==> config.mk <==
export PLATFORM = sky130hd
export DESIGN_NAME = mem_port_arbiter
export DESIGN_NICKNAME = d
export VERILOG_FILES = /design/src/rtl/mem_arb_pkg.sv /design/src/rtl/mem_arb_timer.sv /design/src/rtl/mem_port_arbiter.sv
export SDC_FILE = /design/constraint.sdc
export NUM_CORES = 1
export LEC_CHECK = 0
export CAP_MARGIN = 0
export CORE_MARGIN = 2
export CORE_UTILIZATION = 43
export DETAILED_ROUTE_END_ITERATION = 12
export GPL_TIMING_DRIVEN = 1
export PLACE_DENSITY = 0.86
export SYNTH_ARGS = -nofsm -noshare
export SYNTH_HDL_FRONTEND = slang
export SYNTH_HIERARCHICAL = 1
export SYNTH_SLANG_ARGS = --single-unit
export TNS_END_PERCENT = 20
==> constraint.sdc <==
create_clock -name i_clk -period 2.8 [get_ports i_clk]
set_input_delay 0.56 -clock i_clk [delete_from_list [all_inputs] [get_ports i_clk]]
set_output_delay 0.56 -clock i_clk [all_outputs]
set_load 0.02 [all_outputs]
==> src/rtl/mem_arb_pkg.sv <==
// Shared types and default sizes for the memory port arbiter.
package mem_arb_pkg;

   localparam int DEF_ADDR_W      = 32;
   localparam int DEF_DATA_W      = 32;
   localparam int DEF_TIMEOUT_CYC = 16;
   localparam int BMASK_W         = 4;

   // Fetches always read a full word.
   localparam logic [BMASK_W-1:0] IF_BMASK = 4'hF;

   typedef enum logic [1:0] {
      IDLE    = 2'd0,
      BUSY_IF = 2'd1,
      BUSY_DM = 2'd2
   } arb_state_e;

   function automatic logic is_busy(input arb_state_e s);
      return (s != IDLE);
   endfunction

endpackage

==> src/rtl/mem_arb_timer.sv <==
// Busy-cycle counter: held at zero while cleared, counts enabled cycles,
// flags expiry once TIMEOUT_CYC-1 un-acked busy cycles have elapsed.
module mem_arb_timer
   import mem_arb_pkg::*;
#(
   parameter int TIMEOUT_CYC = DEF_TIMEOUT_CYC
) (
   input  logic i_clk,
   input  logic i_reset,
   input  logic i_clear,
   input  logic i_enable,
   output logic o_expired
);

   localparam int CNT_W = (TIMEOUT_CYC > 1) ? $clog2(TIMEOUT_CYC) : 1;
   localparam logic [CNT_W-1:0] TERM_CNT = CNT_W'(TIMEOUT_CYC - 1);

   logic [CNT_W-1:0] r_count;

   // Count up while enabled; saturate at the terminal value.
   always_ff @(posedge i_clk) begin
      if (i_reset || i_clear) begin
         r_count <= '0;
      end else if (i_enable && !o_expired) begin
         r_count <= r_count + 1'b1;
      end
   end

   assign o_expired = (r_count == TERM_CNT);

endmodule

==> src/rtl/mem_port_arbiter.sv <==
// Single memory port shared by instruction fetch and data memory.
// DM has fixed priority; one transaction outstanding at a time, with
// a busy-cycle timeout and a flush that discards an in-flight fetch.
//
//   state   | meaning
//   --------+-------------------------------------------
//   IDLE    | no transaction, arbitrating requests
//   BUSY_IF | fetch on the bus, waiting for ack
//   BUSY_DM | data access on the bus, waiting for ack
module mem_port_arbiter
   import mem_arb_pkg::*;
#(
   parameter int ADDR_W      = DEF_ADDR_W,
   parameter int DATA_W      = DEF_DATA_W,
   parameter int TIMEOUT_CYC = DEF_TIMEOUT_CYC
) (
   input  logic                 i_clk,
   input  logic                 i_reset,
   input  logic                 i_if_req,
   input  logic [ADDR_W-1:0]    i_if_addr,
   input  logic                 i_if_flush,
   input  logic                 i_dm_req,
   input  logic                 i_dm_we,
   input  logic [ADDR_W-1:0]    i_dm_addr,
   input  logic [DATA_W-1:0]    i_dm_wdata,
   input  logic [BMASK_W-1:0]   i_dm_bmask,
   output logic                 o_if_valid,
   output logic [DATA_W-1:0]    o_if_rdata,
   output logic                 o_dm_valid,
   output logic [DATA_W-1:0]    o_dm_rdata,
   output logic                 o_stall_if,
   output logic                 o_stall_dm,
   output logic                 o_err,
   output logic                 o_mem_req,
   output logic                 o_mem_we,
   output logic [ADDR_W-1:0]    o_mem_addr,
   output logic [DATA_W-1:0]    o_mem_wdata,
   output logic [BMASK_W-1:0]   o_mem_bmask,
   input  logic                 i_mem_ack,
   input  logic [DATA_W-1:0]    i_mem_rdata
);

   arb_state_e          r_state;
   arb_state_e          w_next_state;
   logic                r_mem_we;
   logic [ADDR_W-1:0]   r_mem_addr;
   logic [DATA_W-1:0]   r_mem_wdata;
   logic [BMASK_W-1:0]  r_mem_bmask;
   logic                r_if_valid;
   logic [DATA_W-1:0]   r_if_rdata;
   logic                r_dm_valid;
   logic [DATA_W-1:0]   r_dm_rdata;
   logic                r_err;
   logic                r_discard;

   logic                w_busy;
   logic                w_ack;
   logic                w_expired;
   logic                w_timeout;
   logic                w_done;
   logic                w_discard;
   logic                w_issue_dm;
   logic                w_issue_if;

   assign w_busy     = is_busy(r_state);
   assign w_ack      = w_busy & i_mem_ack;
   // An ack in the expiry cycle wins over the timeout.
   assign w_timeout  = w_busy & w_expired & ~i_mem_ack;
   assign w_done     = w_ack | w_timeout;
   // A flush in the completing cycle also cancels the fetch.
   assign w_discard  = r_discard | i_if_flush;
   assign w_issue_dm = (r_state == IDLE) & i_dm_req;
   assign w_issue_if = (r_state == IDLE) & ~i_dm_req & i_if_req & ~i_if_flush;

   mem_arb_timer #(
      .TIMEOUT_CYC (TIMEOUT_CYC)
   ) u_timer (
      .i_clk     (i_clk),
      .i_reset   (i_reset),
      .i_clear   (~w_busy),
      .i_enable  (w_busy & ~i_mem_ack),
      .o_expired (w_expired)
   );

   // State register.
   always_ff @(posedge i_clk) begin
      if (i_reset) begin
         r_state <= IDLE;
      end else begin
         r_state <= w_next_state;
      end
   end

   // Next-state: arbitrate in IDLE, leave BUSY on ack or timeout.
   always_comb begin
      w_next_state = r_state;
      case (r_state)
         IDLE: begin
            if (w_issue_dm) begin
               w_next_state = BUSY_DM;
            end else if (w_issue_if) begin
               w_next_state = BUSY_IF;
            end
         end
         BUSY_IF, BUSY_DM: begin
            if (w_done) begin
               w_next_state = IDLE;
            end
         end
         default: w_next_state = IDLE;
      endcase
   end

   // Bus fields latched at issue, completion data/valid/err pulses, discard flag.
   always_ff @(posedge i_clk) begin
      if (i_reset) begin
         r_mem_we    <= 1'b0;
         r_mem_addr  <= '0;
         r_mem_wdata <= '0;
         r_mem_bmask <= '0;
         r_if_valid  <= 1'b0;
         r_if_rdata  <= '0;
         r_dm_valid  <= 1'b0;
         r_dm_rdata  <= '0;
         r_err       <= 1'b0;
         r_discard   <= 1'b0;
      end else begin
         r_if_valid <= 1'b0;
         r_dm_valid <= 1'b0;
         r_err      <= 1'b0;
         case (r_state)
            IDLE: begin
               r_discard <= 1'b0;
               if (w_issue_dm) begin
                  r_mem_we    <= i_dm_we;
                  r_mem_addr  <= i_dm_addr;
                  r_mem_wdata <= i_dm_wdata;
                  r_mem_bmask <= i_dm_bmask;
               end else if (w_issue_if) begin
                  r_mem_we    <= 1'b0;
                  r_mem_addr  <= i_if_addr;
                  r_mem_wdata <= '0;
                  r_mem_bmask <= IF_BMASK;
               end
            end
            BUSY_IF: begin
               if (i_if_flush) begin
                  r_discard <= 1'b1;
               end
               if (w_done) begin
                  r_err <= w_timeout;
                  if (!w_discard) begin
                     r_if_valid <= 1'b1;
                     r_if_rdata <= w_ack ? i_mem_rdata : '0;
                  end
               end
            end
            BUSY_DM: begin
               if (w_done) begin
                  r_err      <= w_timeout;
                  r_dm_valid <= 1'b1;
                  r_dm_rdata <= w_ack ? i_mem_rdata : '0;
               end
            end
            default: r_discard <= 1'b0;
         endcase
      end
   end

   assign o_mem_req   = w_busy;
   assign o_mem_we    = r_mem_we;
   assign o_mem_addr  = r_mem_addr;
   assign o_mem_wdata = r_mem_wdata;
   assign o_mem_bmask = r_mem_bmask;
   assign o_if_valid  = r_if_valid;
   assign o_if_rdata  = r_if_rdata;
   assign o_dm_valid  = r_dm_valid;
   assign o_dm_rdata  = r_dm_rdata;
   assign o_err       = r_err;
   assign o_stall_if  = i_if_req & ~r_if_valid & ~i_if_flush;
   assign o_stall_dm  = i_dm_req & ~r_dm_valid;

endmodule
After elaboration in Yosys (flattened, before gate mapping) --
Index checks and enable logic that the tools add are counted. W data, S select, Z words.
Cells by class: add/subtract/negate cells 1, eq/ne operators 6, mux-type cells 17, bitwise gates (word level) 24, reductions and logical operators 15
Operator list (number):
- $mux W32 | 5
- $and A1 B1 Y1 | 11
- $not A1 Y1 | 11
- $mux W4 | 2
- $reduce_and A2 Y1 | 4
- $mux W2 | 3
- $reduce_or A3 Y1 | 2
- $mux W1 | 5
- $add A4 B1 Y4 const B | 1
- $eq A4 B4 Y1 const B | 1
- $pmux W2 S2 | 1
- $reduce_bool A2 Y1 | 2
- $reduce_or A2 Y1 | 2
- $ne A3 B3 Y1 const B | 1
- $reduce_and A3 Y1 | 1
- $eq A2 B1 Y1 const B | 1
- $eq A2 B2 Y1 const B | 1
- $logic_not A2 Y1 | 1
- $ne A2 B1 Y1 const B | 1
- $ne A2 B2 Y1 const B | 1
- $or A1 B1 Y1 | 2
- $pmux W1 S2 | 1
- $logic_and A1 B1 Y1 | 1
- $logic_not A1 Y1 | 1
- $logic_or A1 B1 Y1 | 1
Word-level totals: register bits 143, input bits 139, output and inout bits 139, word-level logic and storage cells 75

Depth between registers and ports, before layout --
word-level depth 7, depth in mapped cells 9, depth with buffers taken out 6

Cells and area by module --
Netlist, hierarchy kept.
By module, submodules not included:
- mem_port_arbiter | times used 1, cells each 457, area an instance 5268.8 um^2, seq. area each 2782.7 um^2
- mem_arb_timer | times used 1, cells each 22, area an instance 211.5 um^2, seq. area each 80.1 um^2

Least setup slack after synthesis --
OpenSTA, ideal clock, no wires.
path kind register -> register, from register r_state[0], to register u_timer.r_count[3], library setup time 0.125 ns, arrival time 1.767 ns, required time 2.675 ns, path slack 0.908 ns, cell stages (with the launch flop) 10, buffers on the path 3, clock period less this slack 1.892 ns, path through dfxtp_1 inv_1 ha_1 buf_2 buf_2 buf_2 nor2_1 nand4_1 o211ai_2 o41ai_2
Between the ends: cells in the longest elaborated chain, start to end 3, elaborated cells between the ends (all ways) 5, classes of those cells 2 x bitwise; 3 x reduce/logical
Ends and longest elaborated chain:
- from (decl) | line mem_port_arbiter.sv:43 | arb_state_e r_state;
- from (signal assigned) | line mem_port_arbiter.sv:90 | r_state <= w_next_state;
- $reduce_bool A2 Y1 (*) | line mem_arb_pkg.sv:19 | return (s != IDLE);
- $and A1 B1 Y1 / $not A1 Y1 (equally long branches) | line mem_port_arbiter.sv:81, mem_port_arbiter.sv:80
- $logic_and A1 B1 Y1 / $logic_or A1 B1 Y1 (equally long branches) | line mem_arb_timer.sv:24, mem_arb_timer.sv:22
- to (signal assigned) | line mem_arb_timer.sv:25 | r_count <= r_count + 1'b1;
- to (decl) | line mem_arb_timer.sv:18 | logic [CNT_W-1:0] r_count;
Mark *: on every way between the ends. The rest lies on a longest branch, timed or not. A chain may end at the register's enable or synchronous reset.

Worst setup path in the final report --
from register r_state[0], to output port o_mem_req
Between the ends: cells in the longest elaborated chain, start to end 1
Ends and longest elaborated chain:
- $reduce_bool A2 Y1 | line mem_arb_pkg.sv:19
- to (decl) | line mem_port_arbiter.sv:34 | output logic o_mem_req,
Every way passes these cells.

==> flow_metrics.tcl <==
set metrics [dict create \
    outcome "complete, no violations" \
    dieArea_mm2 0.0137 \
    routed_wl_um 17500 \
    netlist_area_mm2 0.00548 \
    grt_pass1_vias 5148 \
    synth_top_area_share_pct 52.2 \
    synth_edf_count 0 \
    criticalPathCategory "register to primary output" \
    clockRootBuffer "clkbuf_16" \
    first_pass_iters 6 \
    hp-start "o_dm_rdata[31]" \
    ys_seq_area_share_pct 52.2 \
    clockBufferDepth 2 \
    ys.flop_type "dfxtp_1" \
    drc 0 \
    area_growth_pct 63.0 \
    synth_nets 622 \
    fin_skew_ns 0.00918 \
    yosysWarnings 6 \
    portBuffers 277 \
    reg2reg_to "o_mem_wdata[26]" \
    rows 41 \
    die_x_um 117 \
    sw_frac_of_total_pct 28.9 \
    stdcell_count 924 \
    hold_path_depth 1 \
    tritoncts "done" \
    pwr-share-clk_pct 36.7 \
    maxCapViolations 0 \
    dp_slack_ns 0.170 \
    whs_ns 0.474 \
    grt.total_usage_pct 24.5 \
    vias 5144 \
    avgSynthCellArea_um2 11.4 \
    netlist_top_cells_area "dfxtp_1, a22o_1, a2111oi_2" \
    grt_max_degree 39 \
    clock_sinks 143 \
    hold_viol 0 \
    slew_headroom_pct 13.5 \
    end_kind "primary output" \
    arrival_ns 2.03 \
    ys_types 41 \
    pwr-share-seq_pct 38.1 \
    ctsHoldBuffers 0 \
    fin_crit_sh_pct 92.5 \
    p_int_mw 4.35 \
    gp_congestion 0.797 \
    ys_ff_latch 143 \
    r2r_start "r_state[0]" \
    r2r_cells 5 \
    yosys.area.top_type "dfxtp_1" \
    grt.overflow.total 0 \
    synth_cells 479 \
    hold_path.class "register to register" \
    cp_max_fo 18 \
    wire_per_inst_um 19.0 \
    core_mm2 0.0125 \
    dpl.hpwl_um 12400 \
    cts_setup_buffers 0 \
    slew_viol_final 0 \
    fillers 950 \
    min_period_ns 2.59 \
    htreeDepth 4 \
    final_antenna_net_count 0 \
    utilization_pct 71.4 \
    tightest_slew_ns 1.30 \
    drt_first_iter_violations 305 \
    cp.required_ns 2.24 \
    leakage_nw 3.40 \
    hold_end "o_dm_rdata[31]" \
    dieHeight_um 117 \
    postPlaceCellArea_mm2 0.00834 \
    via_per_inst 5.57 \
    antenna_found_initial 0 \
    seq_area_mm2 0.00286 \
    dp.cells 893 \
    finalWorstSetupSlack_ns 0.209 \
    clk_pin_slew_ns 0.06 \
    n_antenna_cell 0 \
    rsz0062_at_grt "false" \
    cts_resized 0 \
    finalPower_mw 6.11 \
    drive_gt1_share_pct 11.8 \
    async_reset_ff_share_pct 0 \
    power_density_mw_per_mm2 684 \
    grt_pass1_wl_um 25700 \
    peakVddDrop_v 0.000416 \
    finalSetupViolCount 0 \
    start_kind "register" \
    pin_count 278 \
    cts_buffers 17 \
    switching_power_mw 1.76 \
    tns_ns 0 \
    fmax_ghz 0.386 \
    multi_input_area_mm2 0.00236 \
    clk_latency_ns 0.42 \
    final_nets 883 \
    r2r_slack_ns 0.56 \
    final_area_mm2 0.00893 \
    comb_power_share_pct 25.2 \
    start_util_pct 43.8 \
]
-- synthesized netlist by cell type (2+ instances only) --
| library cell | n |
|---|---|
| o21a_1 | 2 |
| clkbuf_1 | 18 |
| o221a_2 | 4 |
| nor2b_1 | 3 |
| dfxtp_1 | 143 |
| mux2i_1 | 32 |
| a31oi_1 | 2 |
| a21oi_1 | 5 |
| a22o_1 | 64 |
| buf_6 | 4 |
| a2111oi_0 | 7 |
| nand4b_1 | 2 |
| nor2_1 | 40 |
| ha_1 | 4 |
| buf_2 | 21 |
| and3_1 | 4 |
| nand2_1 | 2 |
| a32o_1 | 33 |
| buf_4 | 4 |
| a2111oi_2 | 26 |
| nor3_1 | 33 |
| inv_1 | 7 |
-- placed cells by master (no fill, tap or decap), drive strengths merged, types with 5 or more instances in the layout --
cell | Yosys | layout
buf | 30 | 14
inv | 8 | 8
a2111oi | 33 | 33
mux2i | 32 | 32
clkbuf | 18 | 21
dfxtp | 143 | 143
clkdlybuf4s50 | 0 | 276
a22o | 64 | 64
a32o | 33 | 33
clkinv | 0 | 5
a21oi | 5 | 5
nor2 | 40 | 40
nor3 | 33 | 33
-- worst max path at each step --
stage	start	end	slack, ns	cells after the start
global route	r_state[0]	o_mem_req	0.11	4
global placement	i_if_flush	o_stall_if	0.26	4
finish	r_state[0]	o_mem_req	0.21	4
detailed placement	i_dm_req	o_mem_wdata[26]	0.17	5
floorplan	r_state[0]	u_timer/r_count[3]	0.91	9
CTS	r_state[0]	o_mem_req	0.19	4
-- power groups by stage --
stage	combinational, mW	sequential [mW]	clock [mW]
CTS	1.55	2.33	2.28
detailed placement	1.55	2.37	0
finish	1.54	2.33	2.24
global placement	1.50	2.35	0
floorplan	0.674	2.55	0
global route	1.64	2.35	2.37
-- cells by family (layout without fill, tap and decap cells) --
group / after synthesis / count (layout) / share of synthesized area [%]
adders and majority gates: 4 / 4 / 0.913
DFF: 143 / 143 / 52.2
muxes: 32 / 32 / 5.84
and+or+nand+nor: 92 / 92 / 8.08
buffers and inverters: 56 / 329 / 5.14
AOI/OAI and AO/OA: 152 / 152 / 27.8
-- per-layer routing --
metal	track usage, %	routed length, µm	up-vias
li1	-	-	2379
met1	25.2	6360	2502
met2	44.7	9320	234
met3	8.50	1380	29
met4	11.3	457	0
met5	0	0	-
-- flip-flops by register name, summed over array words and instances (netlist names) --
| register | count |
|---|---|
| o_mem_wdata | 32 |
| r_state | 2 |
| o_dm_rdata | 32 |
| o_mem_bmask | 4 |
| o_mem_we | 1 |
| o_dm_valid | 1 |
| r_discard | 1 |
| o_mem_addr | 32 |
| o_err | 1 |
| u_timer/r_count | 4 |
| o_if_rdata | 32 |
| o_if_valid | 1 |
-- layout make-up --
class	count	share of cell area, %
tap	172	2.41
clock inverter	10	1.25
timing repair buffer	290	32.2
multi-input combinational	280	26.4
sequential	143	32.0
inverter	8	0.336
clock buffer	21	5.38
-- worst max-delay path: stages, from the launching register on --
cell and delay, ns:
dfxtp_1 0.34, inv_1 0.09, ha_2 0.44, inv_1 0.14
clkdlybuf4s50_1 0.59
Power figures use the tool's default switching activity.
==> RTL edit, RTL diff (same flow settings) <==
The package constant `DEF_TIMEOUT_CYC` goes from 16 to 8.
--- a/src/rtl/mem_arb_pkg.sv
+++ b/src/rtl/mem_arb_pkg.sv
@@ -3,7 +3,7 @@
 
    localparam int DEF_ADDR_W      = 32;
    localparam int DEF_DATA_W      = 32;
-   localparam int DEF_TIMEOUT_CYC = 16;
+   localparam int DEF_TIMEOUT_CYC = 8;
    localparam int BMASK_W         = 4;
 
    // Fetches always read a full word.
Behaviour: not the same (a bounded check fails within 10 cycles, from zero or initial values and one cycle with i_reset high).
==> RTL edit against the unedited design <==
Core utilization up 2.3 points. Wire length up 1.3%. Largest power group is now clock. Sequential cell count down 1. Highest routed layer unchanged. Worst hold slack better by 2.9 ps. First-iteration DRC count down 31%. Synthesized area down 1.3%. Total power up 3.3%. Register-to-register slack better by 200 ps. Worst setup slack better by 31 ps. Critical path type is now in2out. Design area up 0.29%.
==> RTL edit: results (changes against the unedited design) <==
[outcome]
status = complete, no violations

[placed_design]
gp_congestion = 0.846  ; +6.2%
placed_cells = 884  ; -1.0%
dp_hpwl_um = 12700  ; +2.2%

[route]
m1WireLength_um = 6450  ; +1.4%
wl_met3_um = 1330  ; -3.8%
drt-pass1-iter-count = 4  ; -2
initialDrtViolationCount = 209  ; -31%
met2_length_um = 9340  ; +0.20%
num_vias = 5073  ; -1.4%

[final_layout]
inv_count = 6  ; -2
nMultiInputCombCells = 273  ; -2.5%
clock_area_share_pct = 7.14  ; +0.51 points
num-fill-cells = 826  ; -13%
drive_above_1_share_pct = 12.0  ; +0.21 points
final-nonclk-buf-share_pct = 32.7  ; +0.49 points
nonClockBufferCount = 296  ; +2.1%
final_util_pct = 73.7  ; +2.3 points
ff_latch_area_um2 = 2840  ; -0.70%

[yosys]
synth_fa_ha_area_share_pct = 1.16  ; +0.24 points
synth-compound-area-share_pct = 27.1  ; -0.71 points
synth_top_area_share_pct = 52.5  ; +0.29 points
synthTopCellsByCount = dfxtp_1 (142), a22o_1 (64), nor2_1 (38), nor3_1 (36), mux2i_1 (34)
synthMuxAreaShare_pct = 6.29  ; +0.44 points
synthTopCellsByArea = dfxtp_1 (53%), a22o_1 (10%), a2111oi_2 (7.2%)
synth_nets = 613  ; -1.4%
ys_types = 32  ; -22%

[grt]
grt_max_degree = 37  ; -5.1%
grt_pass1_vias = 5348  ; +3.9%
use_met1_pct = 25.6  ; +0.43 points
use_met3_pct = 9.44  ; +0.95 points

[power]
power.static_leakage_nw = 3.44  ; +1.0%
clockPowerShare_pct = 38.3  ; +1.6 points
ir_drop_mv = 0.571  ; +37%
powerClk_mw = 2.41  ; +8%
internal-power_mw = 4.54  ; +4.4%

[critical_path]
worstPathArrival_ps = 2000  ; -30 ps
slowest_delay_ps = 630  ; +40 ps

[clocking]
clkSinkCount = 142  ; -0.70%

[sta]
clock_skew_ps = 9.19  ; +0.0161 ps

-- RTL edit: logic make-up (layout without fill, tap and decap cells) --
kind of cell | Yosys count | in the layout
AO/OA/AOI/OAI | 146 | 146
flip-flops | 142 | 142
AND/OR/NAND/NOR | 87 | 87
buffers and inverters | 54 | 332
multiplexers | 34 | 34
adder cells (fa/ha/maj) | 5 | 5
XOR/XNOR | 1 | 1
-- RTL edit: path summary, 6_finish.rpt --
path | start | end | slack (ps) | depth (start not counted)
setup reg to reg | r_state[0]$_SDFFE_PP0P_ | o_mem_addr[4]$_SDFFE_PP0P_ | 760 | 6
hold reg to reg | o_dm_rdata[2]$_SDFFE_PP0P_ | o_dm_rdata[2]$_SDFFE_PP0P_ | 480 | 1
hold / removal | o_dm_rdata[2]$_SDFFE_PP0P_ | o_dm_rdata[2]$_SDFFE_PP0P_ | 480 | 1
setup / recovery | i_if_flush | o_stall_if | 240 | 4
